## config.mk

```make
export PLATFORM = sky130hd
export DESIGN_NAME = multi_cycle_processor
export DESIGN_NICKNAME = d
export VERILOG_FILES = /design/src/rtl/multi_cycle_processor.sv
export SDC_FILE = /design/constraint.sdc
export NUM_CORES = 2
export LEC_CHECK = 0
export CAP_MARGIN = 0
export CORE_ASPECT_RATIO = 1.4
export CORE_MARGIN = 2
export CORE_UTILIZATION = 35
export CTS_CLUSTER_SIZE = 25
export DETAILED_ROUTE_END_ITERATION = 8
export GPL_TIMING_DRIVEN = 1
export PLACE_DENSITY_LB_ADDON = 0.12
export SLEW_MARGIN = 40
export SYNTH_ARGS = -nofsm -noshare
export SYNTH_HDL_FRONTEND = slang
export SYNTH_SLANG_ARGS = --single-unit
export TNS_END_PERCENT = 50
```

## constraint.sdc

```tcl
create_clock -name clock -period 10.2 [get_ports clock]
set_input_delay 2.55 -clock clock [delete_from_list [all_inputs] [get_ports clock]]
set_output_delay 2.55 -clock clock [all_outputs]
set_load 0.02 [all_outputs]
```

## src/rtl/multi_cycle_processor.sv

```systemverilog
// multi_cycle_processor: unpipelined RV-subset core.
// Each instruction walks FETCH -> DECODE -> EXECUTE -> (MEMORY) -> (WRITEBACK).
// One shared memory port serves both instruction fetches and data accesses.
// Optional build macro ILLEGAL_HALT_EN: an unsupported instruction parks the core in HALT
// (left only by reset). Without the macro, an unsupported instruction retires as a NOP.
//
// Memory handshake: mem_req marks a request. mem_ready=1 in the same cycle completes it,
// and for reads mem_rdata is valid in that cycle. While the core waits for mem_ready,
// mem_req, mem_we, mem_addr and mem_wdata are held stable.
module multi_cycle_processor #(
    parameter int              XLEN     = 64,
    parameter logic [XLEN-1:0] RESET_PC = '0
) (
    input  logic            clock,
    input  logic            reset,
    output logic            mem_req,
    output logic            mem_we,
    output logic [XLEN-1:0] mem_addr,
    output logic [XLEN-1:0] mem_wdata,
    input  logic            mem_ready,
    input  logic [XLEN-1:0] mem_rdata,
    output logic            retire,
    output logic            halted
);

    localparam logic [2:0] S_FETCH     = 3'd0;
    localparam logic [2:0] S_DECODE    = 3'd1;
    localparam logic [2:0] S_EXECUTE   = 3'd2;
    localparam logic [2:0] S_MEMORY    = 3'd3;
    localparam logic [2:0] S_WRITEBACK = 3'd4;
    localparam logic [2:0] S_HALT      = 3'd5;

    localparam logic [6:0] OP_R      = 7'b0110011;
    localparam logic [6:0] OP_IMM    = 7'b0010011;
    localparam logic [6:0] OP_LOAD   = 7'b0000011;
    localparam logic [6:0] OP_STORE  = 7'b0100011;
    localparam logic [6:0] OP_BRANCH = 7'b1100011;
    localparam logic [6:0] OP_JAL    = 7'b1101111;

    // ld/sd on a 64-bit core, lw/sw on a 32-bit core
    localparam logic [2:0]      F3_MEM = (XLEN == 64) ? 3'b011 : 3'b010;
    localparam logic [XLEN-1:0] FOUR   = XLEN'(4);

    logic [2:0]      state_q, state_d;
    logic [XLEN-1:0] pc_q, pc_d;
    logic [31:0]     ir_q, ir_d;
    logic [XLEN-1:0] a_q, a_d;       // rs1 operand
    logic [XLEN-1:0] b_q, b_d;       // rs2 operand, also store data
    logic [XLEN-1:0] imm_q, imm_d;
    logic [XLEN-1:0] res_q, res_d;   // value destined for rd
    logic [XLEN-1:0] addr_q, addr_d; // data access address
    logic [XLEN-1:0] rf_q [32];

    logic            rf_we;
    logic            retire_c;

    logic [6:0]      opcode;
    logic [2:0]      funct3;
    logic [6:0]      funct7;
    logic [4:0]      rd;
    logic [4:0]      rs1;
    logic [4:0]      rs2;

    logic            is_rtype;
    logic            is_addi;
    logic            is_load;
    logic            is_store;
    logic            is_branch;
    logic            is_jal;
    logic            br_taken;
    logic [XLEN-1:0] imm_sel;
    logic [XLEN-1:0] alu_res;

    assign opcode = ir_q[6:0];
    assign rd     = ir_q[11:7];
    assign funct3 = ir_q[14:12];
    assign rs1    = ir_q[19:15];
    assign rs2    = ir_q[24:20];
    assign funct7 = ir_q[31:25];

    // Classify the instruction held in IR; anything unmatched is unsupported
    always_comb begin
        is_rtype  = 1'b0;
        is_addi   = 1'b0;
        is_load   = 1'b0;
        is_store  = 1'b0;
        is_branch = 1'b0;
        is_jal    = 1'b0;
        case (opcode)
            OP_R: begin
                if (funct7 == 7'h00) begin
                    is_rtype = funct3 inside {3'b000, 3'b010, 3'b011, 3'b100, 3'b110, 3'b111};
                end else if (funct7 == 7'h20) begin
                    is_rtype = (funct3 == 3'b000);
                end
            end
            OP_IMM:    is_addi   = (funct3 == 3'b000);
            OP_LOAD:   is_load   = (funct3 == F3_MEM);
            OP_STORE:  is_store  = (funct3 == F3_MEM);
            OP_BRANCH: is_branch = (funct3[2:1] == 2'b00);
            OP_JAL:    is_jal    = 1'b1;
            default:   ;
        endcase
    end

    // Sign-extended immediate in the format matching the opcode
    always_comb begin
        case (opcode)
            OP_STORE:  imm_sel = {{(XLEN-12){ir_q[31]}}, ir_q[31:25], ir_q[11:7]};
            OP_BRANCH: imm_sel = {{(XLEN-13){ir_q[31]}}, ir_q[31], ir_q[7], ir_q[30:25],
                                  ir_q[11:8], 1'b0};
            OP_JAL:    imm_sel = {{(XLEN-21){ir_q[31]}}, ir_q[31], ir_q[19:12], ir_q[20],
                                  ir_q[30:21], 1'b0};
            default:   imm_sel = {{(XLEN-12){ir_q[31]}}, ir_q[31:20]};
        endcase
    end

    // R-type ALU; funct7[5] separates sub from add
    always_comb begin
        case (funct3)
            3'b000:  alu_res = funct7[5] ? (a_q - b_q) : (a_q + b_q);
            3'b010:  alu_res = {{(XLEN-1){1'b0}}, ($signed(a_q) < $signed(b_q))};
            3'b011:  alu_res = {{(XLEN-1){1'b0}}, (a_q < b_q)};
            3'b100:  alu_res = a_q ^ b_q;
            3'b110:  alu_res = a_q | b_q;
            3'b111:  alu_res = a_q & b_q;
            default: alu_res = '0;
        endcase
    end

    // funct3[0] selects bne over beq
    assign br_taken = funct3[0] ? (a_q != b_q) : (a_q == b_q);

    // Next-state and datapath latch selection for the control FSM
    always_comb begin
        state_d  = state_q;
        pc_d     = pc_q;
        ir_d     = ir_q;
        a_d      = a_q;
        b_d      = b_q;
        imm_d    = imm_q;
        res_d    = res_q;
        addr_d   = addr_q;
        rf_we    = 1'b0;
        retire_c = 1'b0;
        case (state_q)
            S_FETCH: begin
                if (mem_ready) begin
                    ir_d    = mem_rdata[31:0];
                    state_d = S_DECODE;
                end
            end
            S_DECODE: begin
                a_d     = rf_q[rs1];
                b_d     = rf_q[rs2];
                imm_d   = imm_sel;
                state_d = S_EXECUTE;
            end
            S_EXECUTE: begin
                if (is_rtype) begin
                    res_d   = alu_res;
                    state_d = S_WRITEBACK;
                end else if (is_addi) begin
                    res_d   = a_q + imm_q;
                    state_d = S_WRITEBACK;
                end else if (is_load || is_store) begin
                    addr_d  = a_q + imm_q;
                    state_d = S_MEMORY;
                end else if (is_branch) begin
                    pc_d     = br_taken ? (pc_q + imm_q) : (pc_q + FOUR);
                    retire_c = 1'b1;
                    state_d  = S_FETCH;
                end else if (is_jal) begin
                    res_d   = pc_q + FOUR;
                    pc_d    = pc_q + imm_q;
                    state_d = S_WRITEBACK;
                end else begin
`ifdef ILLEGAL_HALT_EN
                    state_d = S_HALT;
`else
                    pc_d     = pc_q + FOUR;
                    retire_c = 1'b1;
                    state_d  = S_FETCH;
`endif
                end
            end
            S_MEMORY: begin
                if (mem_ready) begin
                    if (is_store) begin
                        pc_d     = pc_q + FOUR;
                        retire_c = 1'b1;
                        state_d  = S_FETCH;
                    end else begin
                        res_d   = mem_rdata;
                        state_d = S_WRITEBACK;
                    end
                end
            end
            S_WRITEBACK: begin
                rf_we    = 1'b1;
                retire_c = 1'b1;
                // jal already redirected PC in EXECUTE
                if (!is_jal) begin
                    pc_d = pc_q + FOUR;
                end
                state_d = S_FETCH;
            end
            S_HALT:  state_d = S_HALT;
            default: state_d = S_FETCH;
        endcase
    end

    // Control and datapath registers
    always_ff @(posedge clock or negedge reset) begin
        if (!reset) begin
            state_q <= S_FETCH;
            pc_q    <= RESET_PC;
            ir_q    <= '0;
            a_q     <= '0;
            b_q     <= '0;
            imm_q   <= '0;
            res_q   <= '0;
            addr_q  <= '0;
        end else begin
            state_q <= state_d;
            pc_q    <= pc_d;
            ir_q    <= ir_d;
            a_q     <= a_d;
            b_q     <= b_d;
            imm_q   <= imm_d;
            res_q   <= res_d;
            addr_q  <= addr_d;
        end
    end

    // Register file; x0 is never written so it always reads 0
    always_ff @(posedge clock or negedge reset) begin
        if (!reset) begin
            for (int i = 0; i < 32; i++) begin
                rf_q[i] <= '0;
            end
        end else if (rf_we && (rd != 5'd0)) begin
            rf_q[rd] <= res_q;
        end
    end

    // Bus outputs decode from state and are forced idle while reset is low,
    // so an in-flight access drops immediately and the first fetch follows release
    assign mem_req   = reset && ((state_q == S_FETCH) || (state_q == S_MEMORY));
    assign mem_we    = reset && (state_q == S_MEMORY) && is_store;
    assign mem_addr  = !reset                ? '0 :
                       (state_q == S_FETCH)  ? pc_q :
                       (state_q == S_MEMORY) ? addr_q : '0;
    assign mem_wdata = mem_we ? b_q : '0;
    assign retire    = reset && retire_c;

`ifdef ILLEGAL_HALT_EN
    assign halted = (state_q == S_HALT);
`else
    assign halted = 1'b0;
`endif

endmodule
```

==> flow_metrics.tcl <==
set metrics [dict create \
    io_pins 199 \
    hold_class "reg -> reg" \
    seq_area_mm2 0.06076 \
    setup_viol 0 \
    worstPathRequired_ns 7.65 \
    vdd_drop_max_v 0.0001410 \
    hold_viol_final 0 \
    period_minus_slack_ns 7.402 \
    path_class "in -> out" \
    syn_to_final_growth_pct 12.20 \
    drt_iter0_markers 8934 \
    die-area_mm2 0.4185 \
    ys_async_sr_fraction_pct 100.0 \
    core-area_mm2 0.4119 \
    wl_per_cell_um 33.90 \
    post_cts_buffers 0 \
    synthFlopType "dfrtp_1" \
    netlist_area_mm2 0.1446 \
    p_leak_uw 0.07115 \
    grt-busiest-layer "met2" \
    dieHeight_um 764.6 \
    grt_pass1_wl_mm 807.0 \
    drive_above_1_share_pct 37.38 \
    drv_slew 0 \
    place_hpwl_mm 368.0 \
    r2r_slack_ns 4.49 \
    power_density_mw_per_mm2 130.8 \
    num_vias 102100 \
    vias_per_cell 6.107 \
    use_met3_pct 3.828 \
    cts_made_buffers 278 \
    layout.nets 11450 \
    multi_input_area_mm2 0.07951 \
    relSlewSlack_pct 36.85 \
    final.setup.tns_ns 0 \
    yosys_warnings 0 \
    max_freq_mhz 135.1 \
    grtUsageTotal_pct 26.70 \
    max_stage_delay_ns 0.60 \
    place.gp.congestion 0.9417 \
    ant_nets 0 \
    routed_wirelength_mm 566.9 \
    critPathMaxFanout 54 \
    worst_setup_path_start_kind "input pin" \
    tritoncts "done" \
    stdcell_area_mm2 0.1623 \
    syn_nets 11780 \
    cts_hold_buf 0 \
    ctsRootBufferMaster "clkbuf_16" \
    synthCells 11370 \
    skew_ns 0.1257 \
    ctsResizeCount 0 \
    rows 279 \
    seq_area_frac_synth_pct 41.94 \
    globalRouteMet1Util_pct 35.08 \
    cts.clk_slew.worst_paths_ns 0.06 \
    cts.path.max_buffers 4 \
    synth_top_cells_by_area "dfrtp_1 42%, mux4_2 20%, mux2_2 16%, ha_1 3.0%, clkbuf_1 2.4%" \
    synth-edff-count 0 \
    clock_latency_ns 0.96 \
    syn_avg_cell_area_um2 12.73 \
    cp.buffers_inverters 3 \
    mostFrequentLayoutCells "2,366 x dfrtp_1, 2,025 x mux2_2, 1,280 x mux4_2" \
    grt_max_degree 164 \
    yosysUniqueCellTypes 90 \
    use_met2_pct 44.65 \
    cp_top_family "buffers and inverters" \
    die_w_um 547.3 \
    gr-total-overflow 0 \
    violations "design-rule violations" \
    port_buffers 197 \
    nFillCells 38900 \
    worstMarginPinSlew_ns 0.9473 \
    status "complete, but fails checks" \
    yosys.area.top_type "dfrtp_1" \
    antenna_found_initial 36 \
    worst_path_max_delay_cell "clkdlybuf4s50_1" \
    final_common_cell "dfrtp_1" \
    yosysTopAreaCellShare_pct 41.94 \
    drt_pass1_iterations 9 \
    drcViolationCount 111 \
    first_global_vias 106000 \
    path_cells "buf_16 > and4_2 > buf_4 > and2_1 > clkdlybuf4s50_1" \
    maxCapViolCount 0 \
    synth_seq_cells 2424 \
    start_util_pct 35.11 \
    cp-end-kind "primary output" \
    period_share_pct 72.57 \
    cts_sinks 2424 \
    rsz0062_at_grt "no" \
    cts-htree-levels 5 \
    placed_area_mm2 0.1528 \
    arrival_ns 4.85 \
]
==> power breakdown <==
group	switching (uW)	internal, uW	total, uW
Combinational	700	319	1020
Clock	4340	6100	10400
Sequential	131	9630	9760
==> per-stage QoR <==
stage                     utilization, %  setup WS [ns]  hold slack, ns  power, uW  std cells
after global placement             36.89          2.873          0.3766      10950      16200
final                              39.40          2.798          0.3934      21220      16720
after floorplan                        -          4.239          0.4391      10390      11370
after detailed placement           37.09          2.788          0.3826      10970      16220
after global routing               39.39          2.652          0.4050      21890      16710
after CTS                          39.33          2.665          0.3959      21480      16700
==> metal layers <==
layer,routed length (um),share of wire [%]
met3,31320,5.5
met4,24090,4.2
met5,11,0.0019
met1,236100,42
met2,275400,49
==> kinds of logic (layout without fill, tap and decap cells) <==
logic type / after synthesis / count (layout) / share of synthesized area [%]
xor gates and xnor gates: 195 / 195 / 1.181
buffers and inverters: 1346 / 1212 / 3.528
DFF: 2424 / 2424 / 41.94
muxes: 3473 / 3473 / 36.86
other: 1 / 12 / 0.002593
adders and majority gates: 350 / 350 / 3.048
AOI/OAI and AO/OA: 1750 / 1750 / 7.501
and+or+nand+nor: 1827 / 1827 / 5.944
==> cell usage after synthesis, drive strengths merged (28+ instances only) <==
| cell | n |
|---|---|
| o221ai | 37 |
| a21o | 105 |
| o21bai | 63 |
| buf | 177 |
| or3 | 54 |
| xor2 | 63 |
| dfrtp | 2424 |
| nand4 | 75 |
| nor3 | 156 |
| nor4 | 49 |
| nor2 | 521 |
| mux2i | 168 |
| o211ai | 32 |
| mux4 | 1280 |
| o21a | 28 |
| clkbuf | 907 |
| inv | 261 |
| mux2 | 2025 |
| o22ai | 37 |
| ha | 346 |
| a221oi | 29 |
| xnor2 | 132 |
| and3 | 34 |
| o21ai | 408 |
| and2 | 83 |
| a211oi | 42 |
| nor2b | 89 |
| nand3 | 116 |
| nand2 | 542 |
| a21oi | 593 |
| a31oi | 53 |
| o31ai | 44 |
| a22oi | 112 |
==> registers in the layout (all words and copies together), names as in the netlist <==
| name | flops |
|---|---|
| ir_q | 32 |
| pc_q | 64 |
| addr_q | 64 |
| state_q | 3 |
| a_q | 64 |
| imm_q | 21 |
| rf_q | 2048 |
| res_q | 64 |
| b_q | 64 |
==> path summary, 6_finish.rpt <==
check                                            start                     end  cells past startpoint
worst max-delay path                             reset           mem_wdata[52]                      5
worst min-delay path            rf_q[2014]$_DFFE_PN0P_  rf_q[2014]$_DFFE_PN0P_                      0
worst max register to register      b_q[9]$_DFFE_PN0N_   res_q[62]$_DFFE_PN0P_                     13
worst min register to register  rf_q[2014]$_DFFE_PN0P_  rf_q[2014]$_DFFE_PN0P_                      0
max in group asynchronous                        reset   rf_q[757]$_DFFE_PN0P_                      8
min in group asynchronous                        reset  rf_q[1613]$_DFFE_PN0P_                      1
==> layout make-up <==
cell class | instances | area share, %
Tap cell | 5479 | 4.224
Timing Repair Buffer | 466 | 3.046
Inverter | 262 | 0.6060
Multi-Input combinational cell | 7596 | 48.99
Sequential cell | 2424 | 37.44
Clock buffer | 409 | 5.040
Antenna cell | 11 | 0.01696
Clock inverter | 75 | 0.6314
Power figures use the tool's default switching activity.
